==> config.mk <==
export PLATFORM = sky130hd
export DESIGN_NAME = bus_sim_ram
export DESIGN_NICKNAME = d
export VERILOG_FILES = /design/src/rtl/bus_sim_pkg.sv /design/src/rtl/bus_wait_lfsr.sv /design/src/rtl/bus_sim_ram.sv
export SDC_FILE = /design/constraint.sdc
export NUM_CORES = 2
export LEC_CHECK = 0
export CELL_PAD_IN_SITES_DETAIL_PLACEMENT = 1
export CELL_PAD_IN_SITES_GLOBAL_PLACEMENT = 2
export CORE_ASPECT_RATIO = 1.75
export CORE_MARGIN = 3
export CORE_UTILIZATION = 42
export CTS_BUF_LIST = sky130_fd_sc_hd__clkbuf_16
export CTS_CLUSTER_DIAMETER = 30
export DETAILED_ROUTE_END_ITERATION = 12
export PLACE_DENSITY_LB_ADDON = 0.1
export SYNTH_ARGS = -nofsm -noshare
export SYNTH_HDL_FRONTEND = slang
export SYNTH_SLANG_ARGS = --single-unit
==> constraint.sdc <==
create_clock -name clk -period 3.45 [get_ports clk]
set_clock_uncertainty 0.05 [all_clocks]
set_input_delay 0.69 -clock clk [delete_from_list [all_inputs] [get_ports clk]]
set_output_delay 0.69 -clock clk [all_outputs]
set_load 0.005 [all_outputs]
==> src/rtl/bus_sim_pkg.sv <==
// Shared types and constants for the simulation RAM slave: FSM states,
// default reset-vector base, LFSR seed/taps and the byte-lane merge helper.
package bus_sim_pkg;

    typedef enum logic [1:0] {
        IDLE   = 2'd0,
        STALL  = 2'd1,
        ACCEPT = 2'd2
    } bus_state_e;

    localparam logic [31:0] DEFAULT_BASE_ADDR = 32'hBFC00000;

    // x^16 + x^14 + x^13 + x^11 + 1 expressed as feedback taps on bits 15,13,12,10
    localparam logic [15:0] LFSR_SEED = 16'hACE1;
    localparam logic [15:0] LFSR_TAPS = 16'hB400;

    function automatic logic [31:0] merge_bytes(
        input logic [31:0] old_word,
        input logic [31:0] data,
        input logic [3:0]  be
    );
        logic [31:0] result;
        result = old_word;
        for (int i = 0; i < 4; i++) begin
            if (be[i]) begin
                result[8*i +: 8] = data[8*i +: 8];
            end
        end
        return result;
    endfunction

endpackage

==> src/rtl/bus_wait_lfsr.sv <==
// 16-bit maximal-length Fibonacci LFSR that steps once per advance strobe;
// used to randomise stall lengths when BUS_SIM_RAM_RANDOM_WAIT_EN is defined.
module bus_wait_lfsr
    import bus_sim_pkg::*;
(
    input  logic        clk,
    input  logic        reset_n,
    input  logic        advance,
    output logic [15:0] value
);

    logic [15:0] lfsr_q;
    logic [15:0] lfsr_d;
    logic        feedback;

    always_comb begin
        feedback = ^(lfsr_q & LFSR_TAPS);
        lfsr_d   = lfsr_q;
        if (advance) begin
            lfsr_d = {lfsr_q[14:0], feedback};
        end
    end

    always_ff @(posedge clk or negedge reset_n) begin
        if (!reset_n) begin
            lfsr_q <= LFSR_SEED;
        end else begin
            lfsr_q <= lfsr_d;
        end
    end

    assign value = lfsr_q;

endmodule

==> src/rtl/bus_sim_ram.sv <==
// Word-addressed Avalon-style RAM slave with byte enables, programmable
// waitrequest stalls, sticky range checking and a side preload port.
// Optional: define BUS_SIM_RAM_RANDOM_WAIT_EN for LFSR-randomised stall lengths.
module bus_sim_ram
    import bus_sim_pkg::*;
#(
    parameter int unsigned DEPTH_WORDS = 64,
    parameter logic [31:0] BASE_ADDR   = DEFAULT_BASE_ADDR,
    parameter int unsigned WAIT_CYCLES = 0,
    localparam int         AW          = $clog2(DEPTH_WORDS)
) (
    input  logic          clk,
    input  logic          reset_n,
    input  logic [31:0]   address,
    input  logic          read,
    input  logic          write,
    output logic          waitrequest,
    input  logic [31:0]   writedata,
    input  logic [3:0]    byteenable,
    output logic [31:0]   readdata,
    input  logic          load_en,
    input  logic [AW-1:0] load_addr,
    input  logic [31:0]   load_data,
    output logic          range_err
);

    logic [31:0] mem [DEPTH_WORDS];

    bus_state_e  state_q, state_d;
    logic [7:0]  cnt_q, cnt_d;
    logic [31:0] readdata_q, readdata_d;
    logic        range_err_q, range_err_d;

    logic [31:0]   word_off;
    logic          hit;
    logic [AW-1:0] idx;
    logic          req;
    logic          accept;
    logic          do_write;
    logic          do_read;
    logic          mem_wr_en;
    logic [31:0]   mem_wdata;
    logic [7:0]    stall_len;

`ifdef BUS_SIM_RAM_RANDOM_WAIT_EN
    logic [15:0] lfsr_value;

    bus_wait_lfsr u_wait_lfsr (
        .clk     (clk),
        .reset_n (reset_n),
        .advance (accept),
        .value   (lfsr_value)
    );

    assign stall_len = 8'(lfsr_value % 16'(WAIT_CYCLES + 1));
`else
    assign stall_len = 8'(WAIT_CYCLES);
`endif

    always_comb begin
        word_off = (address - BASE_ADDR) >> 2;
        hit      = (address >= BASE_ADDR) && (word_off < 32'(DEPTH_WORDS));
        idx      = word_off[AW-1:0];
        req      = read | write;
    end

    // Waitrequest is combinational so a zero-length stall completes in the request cycle.
    always_comb begin
        state_d     = state_q;
        cnt_d       = cnt_q;
        waitrequest = 1'b0;
        accept      = 1'b0;
        case (state_q)
            IDLE: begin
                if (req) begin
                    if (stall_len == 8'd0) begin
                        accept = 1'b1;
                    end else begin
                        waitrequest = 1'b1;
                        cnt_d       = stall_len - 8'd1;
                        state_d     = (stall_len == 8'd1) ? ACCEPT : STALL;
                    end
                end
            end
            STALL: begin
                waitrequest = 1'b1;
                cnt_d       = cnt_q - 8'd1;
                if (cnt_q <= 8'd1) begin
                    state_d = ACCEPT;
                end
            end
            ACCEPT: begin
                accept  = req;
                state_d = IDLE;
            end
            default: begin
                state_d = IDLE;
            end
        endcase
    end

    // Read+write together is handled as a write but still flagged as a protocol error.
    always_comb begin
        do_write    = accept & write;
        do_read     = accept & read & ~write;
        mem_wr_en   = do_write & hit;
        mem_wdata   = merge_bytes(mem[idx], writedata, byteenable);
        readdata_d  = readdata_q;
        range_err_d = range_err_q;
        if (do_write && (!hit || read)) begin
            range_err_d = 1'b1;
        end
        if (do_read) begin
            if (hit) begin
                readdata_d = mem[idx];
            end else begin
                readdata_d = 32'd0;
                if (address != 32'd0) begin
                    range_err_d = 1'b1;
                end
            end
        end
    end

    always_ff @(posedge clk or negedge reset_n) begin
        if (!reset_n) begin
            state_q     <= IDLE;
            cnt_q       <= 8'd0;
            readdata_q  <= 32'd0;
            range_err_q <= 1'b0;
        end else begin
            state_q     <= state_d;
            cnt_q       <= cnt_d;
            readdata_q  <= readdata_d;
            range_err_q <= range_err_d;
        end
    end

    // Load port is written last so it overrides a bus write to the same word.
    always_ff @(posedge clk) begin
        if (mem_wr_en) begin
            mem[idx] <= mem_wdata;
        end
        if (load_en) begin
            mem[load_addr] <= load_data;
        end
    end

    assign readdata  = readdata_q;
    assign range_err = range_err_q;

endmodule

; Word-level counts from Yosys, hierarchy flattened
; Memory sizes are Yosys's and may differ from the RTL's.
; Cells that the tools add are included.
[word_totals]
reg_bits = 43
in_bits = 111
ramBits = 2048
mem_count = 1
[op_classes]
n_bitwise = 7
order_cmp = 3
n_addsub = 2
n_mux = 18
n_reduce_logical = 7
eq_ne = 3
[memory_table]
columns = name, words, width, read_ports, rd_ports_with_merged_regs, write_ports, line
row1 = mem, 64, 32, 1, 0, 2, bus_sim_ram.sv:27  ; logic [31:0] mem [DEPTH_WORDS];
[ops]
columns = op, n
row1 = $ge A32 B32 Y1 const B, 1
row2 = $mux W32, 1
row3 = $mux W8, 4
row4 = $reduce_bool A32 Y1, 1
row5 = $sub A32 B32 Y32 const B, 1
row6 = $lt A30 B7 Y1 const B, 1
row7 = $mux W1, 10
row8 = $le A8 B1 Y1 const B, 1
row9 = $sub A8 B1 Y8 const B, 1
row10 = $and A1 B1 Y1, 4
row11 = $pmux W2 S2, 1
row12 = $eq A2 B1 Y1 const B, 1
row13 = $eq A2 B2 Y1 const B, 1
row14 = $logic_and A1 B1 Y1, 2
row15 = $logic_not A2 Y1, 1
row16 = $mux W2, 1
row17 = $ne A2 B2 Y1 const B, 1
row18 = $not A1 Y1, 2
row19 = $pmux W1 S2, 1
row20 = $reduce_and A2 Y1, 1
row21 = $logic_not A1 Y1, 1
row22 = $logic_or A1 B1 Y1, 1
row23 = $or A1 B1 Y1, 1

; Logic depth before layout (Yosys ltp)
[depth]
ltp_word = 10
mapped_depth = 16
ltp_nobuf = 7

; Worst setup path after synthesis
; No wires, ideal clock.
[synth_timing]
path_kind = in2reg
start = input address[4]
end = memory mem[17][0], enable pin
cell_stages = 11
arrival_ns = 3.996
setup_ns = 0.433
required_ns = 2.967
setup_slack_ns = -1.029
n_path_buf = 8
path_cell_list = buf_4 -> buf_6 -> buf_4 -> buf_2 -> buf_2 -> buf_2 -> buf_2 -> clkbuf_1 -> nor2_1 -> nand2_1 -> o22ai_1
[synth_lines]
columns = item, line
row1 = from (decl), bus_sim_ram.sv:14  ; input logic [31:0] address,
row2 = to (decl), bus_sim_ram.sv:27

==> out/metrics.csv <==
stage,metric,value,unit
synthesis,sequential area share after synthesis,0.586,
timing,fmax,0.274,GHz
synthesis,ys flop type,edfxtp_1,
synthesis,synth top area cells,"edfxtp_1, mux2_2, o21ai_0",
clock_tree,CTS root buf,clkbuf_16,
final_layout,number of fill cells,24902,
clock_tree,Clock Path Buffers,4,
timing,Least-Margin Pin Slew,1.44,ns
placement,hpwl dp,409000,um
floorplanning,Vert. Die Dim,672,um
timing,Min Hold Slack,0.267,ns
synthesis,number of synthesized flops with an enable pin,2048,
outcome,failing checks,negative setup slack,
floorplanning,number of core rows,243,
timing,RSZ-0062 raised after global routing,yes,
synthesis,Syn Area/Cell,11.9,um2
critical_path,Critical Setup Path Class,primary input to register,
final_layout,nets,9905,
clock_tree,worst skew pair latency,0.93,ns
placement,RePlAce Congestion,1.01,
synthesis,"FF+latch count, synth",2081,
floorplanning,Die ar.,0.259,mm2
final_layout,"commonest non-fill, non-tap cell in the layout",edfxtp_1,
timing,"Hold Vio Cnt, Final",0,
critical_path,Worst path max stage delay,1.23,ns
clock_tree,CTS tree,yes,
synthesis,post-synth top area cell,edfxtp_1,
global_routing,initial antenna violation count,46,
critical_path,Startpoint Class,primary input,
pwr,leakage power,45.8,nW
placement,PortBufs,143,
route,via count,94013,
route,final wirelength,610000,um
critical_path,CP top delay family,compound AO/OA/AOI/OAI gates,
critical_path,cell repeated most along the worst path,buf_12,
floorplanning,Starting Density,0.423,
outcome,status,finished with violations,
critical_path,WP buf/inv,6,
critical_path,Critical Path RT,4.16,ns
synthesis,syn_nets,9045,
route,vias per cell,6.98,
synthesis,Post-Synthesis Cells,8934,
timing,slew margin rel.,0.0375,
clock_tree,CTS Buf Count,387,
synthesis,Yosys top cell area share,0.579,
synthesis,fraction of registers with async set/reset,0.0159,
final_layout,layout cell share with drive strength beyond 1,0.352,
timing,Final period util,1.06,
route,DRT Pass-1 Iters,6,
global_routing,total track usage,0.459,
clock_tree,clk sinks,2081,
clock_tree,CTS H-tree depth,5,
hold_path,Hold WC Path Type,primary input to register,
timing,max-slew violation count,0,
timing,min Tclk post-route,3.65,ns
synthesis,Synth Warn #,0,
timing,fin worst setup slack,-0.198,ns
critical_path,Worst Setup End Kind,register,
final_layout,highest-count cells in the layout ignoring fill and taps,"edfxtp_1, nand2_1, o21ai_0",
global_routing,vias in the first global route,92807,
route,1st-iter DRT viols,13633,
pwr,P per Cell Area,562,mW/mm2
route,drt drc,0,
run,max_cap viols,0,
critical_path,worst-path cell chain,buf_16 -> buf_6 -> buf_4 -> inv_6 -> buf_12 -> o32ai_1 -> a22oi_2 -> nand4_1 -> nor4b_2 -> a21oi_4 -> buf_12 -> mux2_2,
floorplanning,Die W,386,um
route,Routed wire per std cell,45.3,um
critical_path,Worst path slowest cell,o32ai_1,
floorplanning,Core ar.,0.251,mm2
floorplanning,IO Pins,145,
clock_tree,clock slew seen by the registers of the worst setup and hold paths,0.05,ns
timing,endpoints failing setup,593,
route,Routed Antenna Nets,0,
synthesis,Cell variety after synth,93,
final_layout,Synth-to-Final Area Change,31.2,%
global_routing,largest net degree at the start of global routing,65,
synthesis,Mapped Area,0.106,mm2
global_routing,first-pass GRT wire length,808000,um
placement,Place WS,-1.67,ns
critical_path,crit path DAT,4.36,ns
pwr,Worst IR Drop VDD,0.000411,V
global_routing,"Remaining Overflow, GRT",0,
critical_path,"Max FO, Critical Path",40,
-- worst paths after layout --
| check | from | to | cells past startpoint | slack [ns] |
|---|---|---|---|---|
| min reg2reg | readdata[7] | readdata[7] | 1 | 0.43 |
| max reg2reg | mem[13][2] | mem[38][2] | 8 | -0.05 |
| min in group asynchronous | reset_n | readdata[7] | 2 | 0.50 |
| max in group asynchronous | reset_n | readdata[17] | 2 | 2.09 |
| min | load_data[1] | mem[51][1] | 2 | 0.27 |
| max | address[4] | mem[2][5] | 12 | -0.20 |
-- kinds of logic (layout without fill, tap and decap cells) --
family | count (synthesis) | after routing | synth area share
AO/OA/AOI/OAI | 2498 | 2498 | 0.147
buffers and inverters | 1176 | 2357 | 0.0499
flip-flops | 2081 | 2081 | 0.586
multiplexers | 1172 | 1172 | 0.127
other | 1 | 43 | 0.0000353
AND/OR/NAND/NOR | 2006 | 2006 | 0.0898
-- power by group --
| group | total, mW | switching (mW) | internal (mW) |
|---|---|---|---|
| Sequential | 28.6 | 0.0322 | 28.5 |
| Combinational | 9.97 | 6.17 | 3.80 |
| Clock | 39.8 | 14.3 | 25.5 |
-- state kept, by name, summed over array words and instances (netlist names) --
name / count
readdata: 32
range_err: 1
mem: 2048
-- cell type report --
class	count	area [um2]	share of cell area
sequential	2081	62300	0.447
clock inverter	316	3560	0.0255
antenna	42	105	0.000754
timing repair buffer	1631	18400	0.132
clock buffer	394	9860	0.0707
tap	3307	4140	0.0297
inverter	16	78.8	0.000565
multi-input combinational	5677	40900	0.294
-- synthesized netlist by cell type, drive strengths merged, types with 22 or more instances --
cell type and number:
or3b 76, dfrtp 33, a31oi 23, nor3b 24, a2111oi 25, nor4 23, mux2 1004, edfxtp 2048
clkbuf 728, nor3 48, a221oi 216, and3 25, nand3b 150, a22oi 295, o22a 31, buf 432
mux4 40, a22o 82, o21ai 1265, nand2b 51, a221o 42, o221ai 23, mux2i 128, a21oi 187
nand4 22, o22ai 192, nand3 91, nor2 119, nand2 1268
-- metal layers --
| layer | up-vias | share of wire | track usage |
|---|---|---|---|
| met3 | 2536 | 0.10 | 0.0997 |
| li1 | 35898 | - | - |
| met4 | 12 | 0.13 | 0.458 |
| met1 | 48321 | 0.32 | 0.518 |
| met2 | 7246 | 0.44 | 0.703 |
| met5 | - | 0.00013 | 0.000189 |
-- metrics by stage --
step / instance area, um2 / std cells / utilization / power [mW] / TNS (ns)
finish: 139000 / 13464 / 0.555 / 78.3 / -30.31
global route: 139000 / 13432 / 0.555 / 79.6 / -1.81
CTS: 139000 / 13394 / 0.552 / 77.7 / -0.563
detailed placement: 125000 / 12671 / 0.496 / 38.2 / -2898.82
global placement: 125000 / 12670 / 0.496 / 37.9 / -2903.64
floorplan: 107000 / 8934 / - / 33.5 / -550.12
-- repair_timing --
action | CTS | global route
endpoints found under the setup margin | 1536 | 1445
setup buffers | 9 | 18
resized for setup | 68 | 90
hold buffers | 1 | 0
cloned | 3 | 12
endpoints found under the hold margin | 33 | 0
pin swaps | 8 | 17
Note: power is estimated with default switching activity, not from simulation.
